--- config.mk ---
export PLATFORM = sky130hd
export DESIGN_NAME = pe_mem_arbiter
export DESIGN_NICKNAME = d
export VERILOG_FILES = /design/src/rtl/cgra_mem_pkg.sv /design/src/rtl/rr_picker.sv /design/src/rtl/pe_mem_arbiter.sv
export SDC_FILE = /design/constraint.sdc
export NUM_CORES = 1
export LEC_CHECK = 0
export CAP_MARGIN = 20
export CORE_AREA = 2 2 157 159
export CTS_BUF_LIST = sky130_fd_sc_hd__clkbuf_4 sky130_fd_sc_hd__clkbuf_8 sky130_fd_sc_hd__clkbuf_16
export CTS_CLUSTER_SIZE = 14
export DETAILED_ROUTE_END_ITERATION = 8
export DIE_AREA = 0 0 159 161
export PLACE_DENSITY = 0.73
export SLEW_MARGIN = 5
export SYNTH_ARGS = -nofsm -noshare
export SYNTH_HDL_FRONTEND = slang
export SYNTH_SLANG_ARGS = --single-unit
--- constraint.sdc ---
create_clock -name clk -period 2.7 [get_ports clk]
set_clock_uncertainty 0.1 [all_clocks]
set_input_delay 0.675 -clock clk [delete_from_list [all_inputs] [get_ports clk]]
set_output_delay 0.675 -clock clk [all_outputs]
set_load 0.1 [all_outputs]
--- src/rtl/cgra_mem_pkg.sv ---
// rtl/cgra_mem_pkg.sv - shared types and defaults for the CGRA tile data-memory path
package cgra_mem_pkg;

    localparam int CGRA_ADDR_W = 32;
    localparam int CGRA_DATA_W = 32;

    typedef enum logic [1:0] {
        ST_IDLE = 2'd0,
        ST_BUSY = 2'd1,
        ST_RESP = 2'd2
    } arb_state_t;

endpackage

--- src/rtl/rr_picker.sv ---
// rtl/rr_picker.sv - combinational find-first-set searching upward from a rotating pointer
module rr_picker #(
    parameter int NUM_PE = 4,
    parameter int IDX_W  = $clog2(NUM_PE)
) (
    input  logic [NUM_PE-1:0] req,
    input  logic [IDX_W-1:0]  ptr,
    output logic [IDX_W-1:0]  winner,
    output logic              valid
);

    // Walk offsets from highest to lowest so the smallest offset from ptr is kept last.
    always_comb begin
        int idx;
        valid  = 1'b0;
        winner = '0;
        idx    = 0;
        for (int k = NUM_PE - 1; k >= 0; k--) begin
            idx = int'(ptr) + k;
            if (idx >= NUM_PE) begin
                idx = idx - NUM_PE;
            end
            if (req[idx]) begin
                valid  = 1'b1;
                winner = IDX_W'(idx);
            end
        end
    end

endmodule

--- src/rtl/pe_mem_arbiter.sv ---
// rtl/pe_mem_arbiter.sv - round-robin share of one data-memory port among NUM_PE PEs
// Optional ack timeout with error pulse: define PE_MEM_ARB_TIMEOUT_EN.
module pe_mem_arbiter
    import cgra_mem_pkg::*;
#(
    parameter int NUM_PE  = 4,
    parameter int ADDR_W  = CGRA_ADDR_W,
    parameter int DATA_W  = CGRA_DATA_W,
    parameter int TIMEOUT = 255
) (
    input  logic                       clk,
    input  logic                       rst_n,
    input  logic [NUM_PE-1:0]          pe_read,
    input  logic [NUM_PE-1:0]          pe_write,
    input  logic [NUM_PE*ADDR_W-1:0]   pe_address,
    input  logic [NUM_PE*DATA_W-1:0]   pe_wdata,
    output logic [NUM_PE-1:0]          pe_ack,
    output logic [NUM_PE-1:0]          pe_err,
    output logic [DATA_W-1:0]          pe_rdata,
    output logic                       mem_read,
    output logic                       mem_write,
    output logic [ADDR_W-1:0]          mem_address,
    output logic [DATA_W-1:0]          mem_wdata,
    input  logic [DATA_W-1:0]          mem_rdata,
    input  logic                       mem_ack,
    output logic [$clog2(NUM_PE)-1:0]  grant_id,
    output logic                       busy
);

    localparam int IDX_W = $clog2(NUM_PE);

    arb_state_t        state, state_nxt;
    logic [IDX_W-1:0]  rr_ptr;
    logic [IDX_W-1:0]  grant_q;
    logic [IDX_W-1:0]  pick;
    logic              pick_valid;
    logic              op_write_q;
    logic [ADDR_W-1:0] addr_q;
    logic [DATA_W-1:0] wdata_q;
    logic [DATA_W-1:0] rdata_q;
    logic [NUM_PE-1:0] grant_oh;
    logic              expire;

    rr_picker #(
        .NUM_PE (NUM_PE),
        .IDX_W  (IDX_W)
    ) u_picker (
        .req    (pe_read | pe_write),
        .ptr    (rr_ptr),
        .winner (pick),
        .valid  (pick_valid)
    );

`ifdef PE_MEM_ARB_TIMEOUT_EN
    logic [15:0] to_cnt;
    logic        err_q;

    // Held at zero outside BUSY, so it is already clear on the first BUSY cycle.
    always_ff @(posedge clk or negedge rst_n) begin
        if (!rst_n) begin
            to_cnt <= '0;
        end else if (state == ST_BUSY) begin
            to_cnt <= to_cnt + 16'd1;
        end else begin
            to_cnt <= '0;
        end
    end

    assign expire = (state == ST_BUSY) && (to_cnt == 16'(TIMEOUT - 1));

    always_ff @(posedge clk or negedge rst_n) begin
        if (!rst_n) begin
            err_q <= 1'b0;
        end else if (state == ST_BUSY) begin
            err_q <= !mem_ack && expire;
        end
    end
`else
    assign expire = 1'b0;
`endif

    always_ff @(posedge clk or negedge rst_n) begin
        if (!rst_n) begin
            state <= ST_IDLE;
        end else begin
            state <= state_nxt;
        end
    end

    always_comb begin
        state_nxt = state;
        case (state)
            ST_IDLE: if (pick_valid) state_nxt = ST_BUSY;
            ST_BUSY: if (mem_ack || expire) state_nxt = ST_RESP;
            ST_RESP: state_nxt = ST_IDLE;
            default: state_nxt = ST_IDLE;
        endcase
    end

    // Write wins when a PE raises both read and write.
    always_ff @(posedge clk or negedge rst_n) begin
        if (!rst_n) begin
            rr_ptr     <= '0;
            grant_q    <= '0;
            op_write_q <= 1'b0;
            addr_q     <= '0;
            wdata_q    <= '0;
            rdata_q    <= '0;
        end else begin
            case (state)
                ST_IDLE: if (pick_valid) begin
                    grant_q    <= pick;
                    op_write_q <= pe_write[pick];
                    addr_q     <= pe_address[pick*ADDR_W +: ADDR_W];
                    wdata_q    <= pe_wdata[pick*DATA_W +: DATA_W];
                end
                ST_BUSY: if (mem_ack) begin
                    rdata_q <= mem_rdata;
                end else if (expire) begin
                    rdata_q <= '0;
                end
                ST_RESP: rr_ptr <= (grant_q == IDX_W'(NUM_PE - 1)) ? '0 : grant_q + 1'b1;
                default: ;
            endcase
        end
    end

    assign grant_oh = {{(NUM_PE-1){1'b0}}, 1'b1} << grant_q;

    // Outputs decode the asynchronously reset state, so reset drops them immediately.
    always_comb begin
        busy        = (state != ST_IDLE);
        mem_read    = (state == ST_BUSY) && !op_write_q;
        mem_write   = (state == ST_BUSY) && op_write_q;
        mem_address = (state == ST_BUSY) ? addr_q : '0;
        mem_wdata   = (state == ST_BUSY) ? wdata_q : '0;
        pe_ack      = (state == ST_RESP) ? grant_oh : '0;
        pe_rdata    = (state == ST_RESP) ? rdata_q : '0;
        grant_id    = grant_q;
`ifdef PE_MEM_ARB_TIMEOUT_EN
        pe_err      = (state == ST_RESP && err_q) ? grant_oh : '0;
`else
        pe_err      = '0;
`endif
    end

endmodule

==> impl_metrics.csv <==
group,metric,value,unit
yosys,syn_inst,719,
floorplanning,initial_core_util,30.2,%
worst_setup_path,rrSetupSlack,0.48,ns
timing,setup_viol,0,
placed_design,io_buffers,403,
global_routing,grt_pass1_wl,42400,um
clocking,cts-buffers-inserted,9,
route,drt-total-wl,28100,um
power,power.switching,0.00962,W
timing,fmax,394,MHz
global_routing,antenna_found_initial,0,
floorplanning,die_area,25600,um2
route,route.detailed.drc,0,
placed_design,place_congestion,0.896,
worst_hold_path,hold_class,"input port to async pin",
route,first_pass_iters,5,
run_status,status,"completed",
worst_setup_path,startpoint_type,"register",
yosys,avgSynthCellArea,10.1,um2
clocking,ctsResizeCount,0,
floorplanning,io_pins,408,
cells_and_area,diodes,0,
clocking,cts_tree,"done",
placed_design,place_inst,1420,
yosys,ys_warn_count,0,
timing,period_share,94.0,%
clocking,clk_latency,0.34,ns
worst_setup_path,crit_required,1.92,ns
cells_and_area,drive_above_1_share,29.0,%
power,power_density,1380,nW/um2
power,finalPower,0.0181,W
route,vias_per_cell,5.07,
floorplanning,core_area,24000,um2
floorplanning,rows,57,
route,post_drt_wl_per_cell,19.6,um
global_routing,track_usage,21.3,%
clocking,cts_hold_buf,0,
power,clockPowerShare,8.3,%
worst_setup_path,cp-end-kind,"output pin",
timing,hold_violations,0,
clocking,root_buffer,"clkbuf_16",
route,ant_nets,0,
timing,final-max-slew-violation-count,0,
clocking,clkTransAtPathRegs,0.08,ns
yosys,ys_ff_latch,103,
timing,rsz0062_at_grt,"false",
timing,worst_slew_margin_rel,65.6,%
floorplanning,die_w,159,um
worst_setup_path,arrival,1.76,ns
placed_design,dpl.hpwl,21700,um
global_routing,grt.overflow.total,0,
floorplanning,die_y,161,um
power,sw_frac_of_total,53.3,%
clocking,cts.sink_count,103,
worst_setup_path,worstPathMaxFanout,32,
clocking,clockBufferDepth,2,
power,ir_drop,0.719,mV
cells_and_area,stdcell_count,1436,
clocking,postCtsSetupBuffers,0,
cells_and_area,syn2layout_area_growth,81.2,%
cells_and_area,nets,1410,
timing,layout_min_cycle_time,2.54,ns
flow_run,cap_violations,0,
yosys,synthDistinctLibCells,45,
yosys,ys_seq_area_share,35.6,%
timing,worst_pin_slew,0.511,ns
yosys,syn-cell-area,7230,um2
power,intPower,0.00844,W
clocking,cts_max_level,3,
power,seqPwrFrac,15.3,%
power,p_leak,5.27,nW
worst_setup_path,setup.worst_path.class,"register to output pin",
power,power_frac_comb,76.4,%
global_routing,grt_pass1_vias,7489,
route,dr_total_vias,7275,
global_routing,grt_max_degree,41,
cells_and_area,fillCellCount,2114,
route,drtIter0Drc,435,
## critical path, cell delays in order, from the launching register on
cell     delay (ns)
dfrtp_1        0.42
nor2b_2        0.37
buf_12         0.22
and2_1         0.21
buf_12         0.19
## cell families after synthesis
logic type | Yosys count | synth area share (%)
buffers and inverters | 77 | 7.94
adder cells (fa/ha/maj) | 4 | 0.692
AO/OA/AOI/OAI | 234 | 29.1
multiplexers | 64 | 9.44
AND/OR/NAND/NOR | 236 | 17.2
other | 1 | 0.0518
flip-flops | 103 | 35.6
## state kept, by name (all words and copies together), names as in the netlist
name        flops
state           2
op_write_q      1
grant_id        2
rr_ptr          2
wdata_q        32
rdata_q        32
addr_q         32
## placed cells by master (no fill, tap or decap), types with 19 or more instances in the layout
master | netlist | layout
mux2_2 | 34 | 34
a221oi_2 | 50 | 50
buf_4 | 10 | 31
nand2_1 | 19 | 19
nor2_1 | 55 | 55
o21ai_0 | 55 | 55
buf_12 | 5 | 120
and2_1 | 101 | 98
clkdlybuf4s50_1 | 0 | 297
a21o_1 | 50 | 50
a21oi_2 | 51 | 50
dfrtp_1 | 103 | 103
nand3_1 | 50 | 50
mux2i_1 | 30 | 30
## metal layers
layer,up-vias,global-route usage [%],part of all wire (%)
met5,-,0,0
met4,0,8.31,2.9
met3,44,5.73,7.7
met2,347,38.2,51
met1,3505,24.2,39
li1,3379,-,-
## area by class of cell
type	instances	area [um2]	area share, %
clock inverter	6	100	0.764
timing repair buffer	448	5610	42.8
multi-input combinational	542	4170	31.8
tap	324	405	3.09
inverter	3	11.3	0.0859
clock buffer	10	239	1.82
sequential	103	2580	19.7
## power groups by stage
stage	sequential (W)	clock, W	combinational [W]
2_1_floorplan	0.00272	0	0.00910
3_3_place_gp	0.00277	0	0.0137
3_5_place_dp	0.00281	0	0.0138
4_1_cts	0.00278	0.00155	0.0139
5_1_grt	0.00287	0.00160	0.0144
6_report	0.00277	0.00150	0.0138
## worst paths after layout
path,from,endpoint,depth (start not counted)
max,state[1],pe_rdata[13],4
min,rst_n,wdata_q[28],1
max reg2reg,rr_ptr[1],addr_q[4],7
min reg2reg,wdata_q[31],wdata_q[31],2
max in group asynchronous,rst_n,rdata_q[30],2
min in group clk,wdata_q[31],wdata_q[31],2
## synth_stat cells, drive strengths merged
master,count,area [um2]
a21o,51,390
a221oi,50,751
o22ai,2,12.5
nand3,50,250
nor3,2,21.3
o21a,2,15.0
a21oi,52,452
o221ai,15,131
nand2,19,71.3
a211oi,3,37.5
or4,1,11.3
o21ai,55,275
nand2b,1,6.26
o22a,1,8.76
or2,2,12.5
nor2b,2,12.5
and2,101,632
mux2i,30,300
ha,4,50.1
a311o,1,10.0
mux2,34,383
dlymetal6s2s,4,50.1
conb,1,3.75
buf,25,250
inv,3,11.3
nor2,57,219
a211o,1,8.76
nor4,1,6.26
o21ba,1,10.0
clkbuf,40,219
dlygate4sd1,5,43.8
dfrtp,103,2580
## stage by stage
| stage | utilization, % | setup TNS (ns) | instance area (um2) | hold WS (ns) | setup slack (ns) |
|---|---|---|---|---|---|
| 2_1_floorplan | - | 0 | 7250 | 0.279 | 0.0605 |
| 3_3_place_gp | 53.3 | -4.25 | 12800 | 0.359 | -0.0881 |
| 3_5_place_dp | 53.3 | -6.31 | 12800 | 0.365 | -0.140 |
| 4_1_cts | 54.7 | 0 | 13100 | 0.173 | 0.125 |
| 5_1_grt | 54.7 | 0 | 13100 | 0.192 | 0.0603 |
| 6_report | 54.7 | 0 | 13100 | 0.172 | 0.162 |
Note: power is estimated with default switching activity, not from simulation.
